--- src/rtl/gpio_bus_int.sv ---
// gpio_bus_int: GPIO slave on the ICE byte bus ('g' read pins, 'G' write latch, 'D' direction); request rises 1 cycle after frame end,
// sl_data/sl_data_latch follow grant/overflow combinationally so a stalled byte is simply held; GPIO_EVT_EN adds pin-change 'e' frames.
module gpio_bus_int #(
    parameter int N_GPIO = 8
) (
    input  logic              clk,
    input  logic              rst,
    input  logic              generate_nak,
    input  logic [7:0]        ma_data,
    input  logic [7:0]        ma_addr,
    input  logic              ma_data_valid,
    input  logic              ma_frame_valid,
    input  logic              sl_overflow,
    output logic [7:0]        sl_data,
    output logic              sl_arb_request,
    input  logic              sl_arb_grant,
    output logic              sl_data_latch,
    input  logic [N_GPIO-1:0] gpio_in,
    output logic [N_GPIO-1:0] gpio_out,
    output logic [N_GPIO-1:0] gpio_oe
);
    localparam int NB   = (N_GPIO + 7) / 8;
    localparam int W    = NB * 8;
    localparam int MAXB = 1 + 2 * NB;
    localparam int TW   = MAXB * 8;
    localparam int CW   = $clog2(NB + 2);
    localparam int LW   = $clog2(MAXB + 1);

    localparam logic [7:0] CMD_RD  = 8'h67;
    localparam logic [7:0] CMD_WR  = 8'h47;
    localparam logic [7:0] CMD_DIR = 8'h44;

    typedef enum logic [1:0] {IDLE, RECV, REQ, SEND} state_t;

    state_t            state;
    logic [N_GPIO-1:0] gpio_meta;
    logic [N_GPIO-1:0] gpio_sync;
    logic              fv_q;
    logic              req_q;
    logic [7:0]        cmd;
    logic [W-1:0]      stage;
    logic [CW-1:0]     cnt;
    logic [TW-1:0]     tx_sh;
    logic [LW-1:0]     tx_left;
    logic [W-1:0]      in_word;
    logic              frame_rise;
    logic              frame_fall;
    logic              known_cmd;
    logic              good_len;
    logic              granted;
    logic              latch;

    assign in_word    = W'(gpio_sync);
    assign frame_rise = ma_frame_valid & ~fv_q;
    assign frame_fall = ~ma_frame_valid & fv_q;
    assign known_cmd  = (ma_addr == CMD_RD) || (ma_addr == CMD_WR) || (ma_addr == CMD_DIR);
    assign good_len   = (cnt == CW'(NB));
    assign granted    = req_q & sl_arb_grant;
    assign latch      = granted & ~sl_overflow;

    // The slave bus is OR-combined, so drive zero unless we own it.
    assign sl_arb_request = req_q;
    assign sl_data        = granted ? tx_sh[TW-1 -: 8] : 8'h00;
    assign sl_data_latch  = latch;

`ifdef GPIO_EVT_EN
    logic [N_GPIO-1:0] evt_prev;
    logic [N_GPIO-1:0] evt_mask;
    logic [N_GPIO-1:0] evt_snap;
    logic [N_GPIO-1:0] evt_change;
    logic              tx_evt;
    logic              evt_pending;
    logic              first_evt_latch;

    assign evt_change      = (gpio_sync ^ evt_prev) & ~gpio_oe;
    assign evt_pending     = |evt_mask;
    assign first_evt_latch = latch && tx_evt && (tx_left == LW'(MAXB));

    // Only the bits already reported are cleared; later changes carry to the next frame.
    always_ff @(posedge clk or posedge rst) begin
        if (rst) begin
            evt_prev <= '0;
            evt_mask <= '0;
        end else begin
            evt_prev <= gpio_sync;
            evt_mask <= (first_evt_latch ? (evt_mask & ~evt_snap) : evt_mask) | evt_change;
        end
    end
`endif

    always_ff @(posedge clk or posedge rst) begin
        if (rst) begin
            state     <= IDLE;
            gpio_meta <= '0;
            gpio_sync <= '0;
            fv_q      <= 1'b0;
            req_q     <= 1'b0;
            cmd       <= '0;
            stage     <= '0;
            cnt       <= '0;
            tx_sh     <= '0;
            tx_left   <= '0;
            gpio_out  <= '0;
            gpio_oe   <= '0;
`ifdef GPIO_EVT_EN
            tx_evt    <= 1'b0;
            evt_snap  <= '0;
`endif
        end else begin
            gpio_meta <= gpio_in;
            gpio_sync <= gpio_meta;
            fv_q      <= ma_frame_valid;
            case (state)
                IDLE: begin
                    if (frame_rise && known_cmd && !generate_nak) begin
                        state <= RECV;
                        cmd   <= ma_addr;
                        stage <= ma_data_valid ? W'(ma_data) : '0;
                        cnt   <= ma_data_valid ? CW'(1) : '0;
                    end
`ifdef GPIO_EVT_EN
                    else if (evt_pending) begin
                        state    <= REQ;
                        req_q    <= 1'b1;
                        tx_evt   <= 1'b1;
                        evt_snap <= evt_mask;
                        tx_sh    <= {8'h65, in_word, W'(evt_mask)};
                        tx_left  <= LW'(MAXB);
                    end
`endif
                end
                RECV: begin
                    if (generate_nak) begin
                        state <= IDLE;
                    end else begin
                        if (ma_data_valid) begin
                            stage <= (stage << 8) | W'(ma_data);
                            if (cnt != CW'(NB + 1)) cnt <= cnt + 1'b1;
                        end
                        if (frame_fall) begin
                            state <= REQ;
                            req_q <= 1'b1;
`ifdef GPIO_EVT_EN
                            tx_evt <= 1'b0;
`endif
                            if (cmd == CMD_RD) begin
                                tx_sh   <= {8'h00, in_word, {W{1'b0}}};
                                tx_left <= LW'(NB + 1);
                            end else begin
                                tx_sh   <= {(good_len ? 8'h00 : 8'h01), {(TW-8){1'b0}}};
                                tx_left <= LW'(1);
                                if (good_len && cmd == CMD_WR)  gpio_out <= stage[N_GPIO-1:0];
                                if (good_len && cmd == CMD_DIR) gpio_oe  <= stage[N_GPIO-1:0];
                            end
                        end
                    end
                end
                default: begin
                    // REQ and SEND share the send logic; request low here means the last byte went out.
                    if (!req_q) begin
                        state <= IDLE;
                    end else begin
                        if (granted) state <= SEND;
                        if (latch) begin
                            tx_sh   <= tx_sh << 8;
                            tx_left <= tx_left - 1'b1;
                            if (tx_left == LW'(1)) req_q <= 1'b0;
                        end
                    end
                end
            endcase
        end
    end
endmodule

--- config.mk ---
export PLATFORM = sky130hd
export DESIGN_NAME = gpio_bus_int
export DESIGN_NICKNAME = d
export VERILOG_FILES = /design/src/rtl/gpio_bus_int.sv
export SDC_FILE = /design/constraint.sdc
export NUM_CORES = 1
export LEC_CHECK = 0
export CELL_PAD_IN_SITES_DETAIL_PLACEMENT = 1
export CELL_PAD_IN_SITES_GLOBAL_PLACEMENT = 1
export CORE_ASPECT_RATIO = 0.9
export CORE_MARGIN = 2
export CORE_UTILIZATION = 44
export DETAILED_ROUTE_END_ITERATION = 10
export PLACE_DENSITY = 0.87
export SLEW_MARGIN = 5
export SYNTH_ARGS = -nofsm -noshare
export SYNTH_HDL_FRONTEND = slang
export SYNTH_SLANG_ARGS = --single-unit
--- constraint.sdc ---
create_clock -name clk -period 5.4 [get_ports clk]
set_input_delay 0.54 -clock clk [delete_from_list [all_inputs] [get_ports clk]]
set_output_delay 0.54 -clock clk [all_outputs]
set_load 0.05 [all_outputs]
==> out/qor.csv <==
metric,value,unit
status,"complete, no violations",
chip width,87.72,um
max cap viols,0,
CTS tree,yes,
Post-Synth Simple-Gate Area,0.1240,
crit path max-delay cell type,clkdlybuf4s50_1,
post-synthesis sequential area ratio,0.6492,
"CP delay by family, top",buffers and inverters,
Fin. Hold Viols,0,
die height,79.34,um
Pleak,1.692,nW
XOR/XNOR Fraction of Synth Area,0,
dpl hpwl,4215,um
DR vias,1881,
cts hold-fix bufs,0,
post-CTS setup repair buffer count,0,
P&R area growth vs syn,29.94,%
Max Slew Vio Count,0,
Overall Power,0.001000,W
"EDFF count, synth",0,
synth warn,0,
Mapped Area,0.002775,mm^2
Post-Place Worst Slack,2.564,ns
Slew headroom,0.4022,
Final ANT Viol Nets,0,
Tightest Pin Transition,0.8967,ns
H-tree levels,3,
Fmax,355.4,MHz
CTS Buf Count,9,
CORE AREA,0.006115,mm^2
Placed Area,0.003430,mm^2
Crit path arrival time,2.27,ns
Routed WL per cell,17.23,um
CP max stage delay,0.81,ns
Starting DRT DRC Count,138,
Total GRT Usage,0.2033,
Worst Hold End,gpio_sync[7]$_DFF_PP0_,
Worst VDD drop,0.0001632,V
RSZ-0062 raised after global routing,false,
largest family of logic cells by synthesized area,simple AND/OR/NAND/NOR gates,
routability cong.,0.7919,
pwr/cell area,277.3,mW/mm^2
Main synth FF type,dfrtp_1,
r2r setup slk,3.14,ns
post-synth cell types,38,
Compound-Gate Fraction of Synth Area,0.09874,
critical path type,input pin to output pin,
synth top area cells,"dfrtp_1, a22o_1, mux2_2",
worst path cell trace,clkdlybuf4s50_1 > and3_1 > clkdlybuf4s50_1,
post-synthesis mux area share,0.09558,
row count,27,
Hold WC Path Type,register to register,
Hold Worst Slack,0.3464,ns
Syn Inst Count,207,
Yosys reg bits,72,
GRT overflow,0,
Starting Density,0.4539,
Async SR Flop Fraction,1.000,
Detailed Routing Iterations Pass 1,4,
clk sinks,72,
Clock Latency Late Sink,0.34,ns
final instance area,0.003606,mm^2
port buffer count,56,
setup violators final,0,
CTS Buffer Depth,2,
clk slew on worst S/H paths,0.07,ns
FF-to-FF path depth,4,
worst clock skew,0.008183,ns
post-layout worst setup margin,2.586,ns
WHS Path Cells,0,
Worst R2R Start,state[1]$_DFFE_PP0P_,
full die area,0.006959,mm^2
crit-path max FO,12,
Nets,303,
I/O pin count,57,
first-pass GRT wire length,10400,um
layout cell share with drive strength beyond 1,0.1423,
crit end category,output pin,
hold_sp,gpio_meta[7]$_DFF_PP0_,
Adder-Cell Fraction of Synth Area,0.01353,
CP bufs+invs,2,
CTS resizes,0,
initial antenna violation count,0,
RR Endpoint,gpio_oe[2]$_DFFE_PP0P_,
CP Launch Type,input pin,
period utilization,0.5210,
Root Driver,clkbuf_8,
syn_nets,241,
minimum clock period,2.814,ns
vias in the first global route,1939,
syn avg cell area,13.41,um^2
share of the synthesized area in the top cell type,0.6492,
CP most frequent cell,clkdlybuf4s50_1,
DRC,0,
# diodes,0,
post-synth top area cell,dfrtp_1,
via density per instance,5.211,
largest net degree at the start of global routing,73,
Critical Path RT,4.86,ns
Total Routed Length,6219,um
Fin Setup TNS,0,ns
==> cell usage after synthesis (5+ instances only) <==
library cell	number
nor2_1	6
and3_1	8
nand2b_1	5
a22o_1	16
nand2_1	21
dfrtp_1	72
o21ai_0	9
mux2_2	12
mux2_4	8
clkbuf_1	6
and2_1	5
inv_1	6
==> per-stage QoR <==
step,cells,utilization
after global placement,345,0.5609
after CTS,361,0.5897
after global routing,361,0.5897
after floorplan,207,-
after detailed placement,345,0.5609
final,361,0.5897
==> how the worst max path moves through the flow <==
stage,slack [ns],to,depth (start not counted),start
after global routing,2.52,sl_data_latch,4,sl_arb_grant
after floorplan,3.04,cmd[0]$_DFFE_PP0P_,1,rst
after global placement,2.60,gpio_oe[1]$_DFFE_PP0P_,5,generate_nak
after CTS,2.57,sl_data_latch,4,sl_arb_grant
final,2.59,sl_data[0],3,sl_arb_grant
after detailed placement,2.56,gpio_oe[2]$_DFFE_PP0P_,5,generate_nak
==> area by class of cell <==
type	instances	area, um^2
clock buffers	14	162.7
clock inverters	2	13.76
fillers	603	2509
inverters	6	22.52
multi-input cells	122	920.9
flip-flops and latches	72	1802
well taps	87	108.9
repair buffers	58	575.6
==> report_power, final <==
part	internal, W	switching [W]	leakage, nW
combinational	0.0000311	0.0000256	0.645
sequential	0.000554	0.0000102	0.957
clock	0.000193	0.000186	0.0907
total	0.000778	0.000222	1.69
==> metal layers <==
| metal | routed length, um | up-vias | part of all wire | global-route usage |
|---|---|---|---|---|
| met4 | 53 | 0 | 0.0085 | 0.06154 |
| met5 | 0 | - | 0 | 0 |
| met2 | 3057 | 48 | 0.49 | 0.2977 |
| li1 | - | 859 | - | - |
| met1 | 2902 | 969 | 0.47 | 0.2887 |
| met3 | 206 | 5 | 0.033 | 0.06653 |
==> cell families after synthesis <==
family	Yosys count
buffers and inverters	13
adders and majority gates	3
DFF	72
and+or+nand+nor	61
muxes	21
AOI/OAI and AO/OA	37
==> layout by cell type, fill, tap and decap left out, types with 2 or more instances in the layout <==
cell type / n
or4_1: 2
clkdlybuf4s50_1: 56
nand2b_1: 5
clkbuf_8: 11
clkbuf_1: 3
buf_4: 2
nand4b_1: 2
nor4b_1: 2
inv_1: 5
and3_1: 8
dfrtp_1: 72
mux2_4: 8
a21oi_1: 2
nand2_1: 21
nor2_1: 6
ha_1: 3
mux2_2: 12
and2_1: 5
o21ai_0: 9
a22o_1: 16
nor3_1: 2
==> registers in the layout, summed over array words and instances (netlist names) <==
signal	count
state	2
cnt	2
gpio_oe	8
tx_sh	16
gpio_sync	8
gpio_out	8
gpio_meta	8
cmd	8
stage	8
fv_q	1
tx_left	2
sl_arb_request	1
Power figures use the tool's default switching activity.
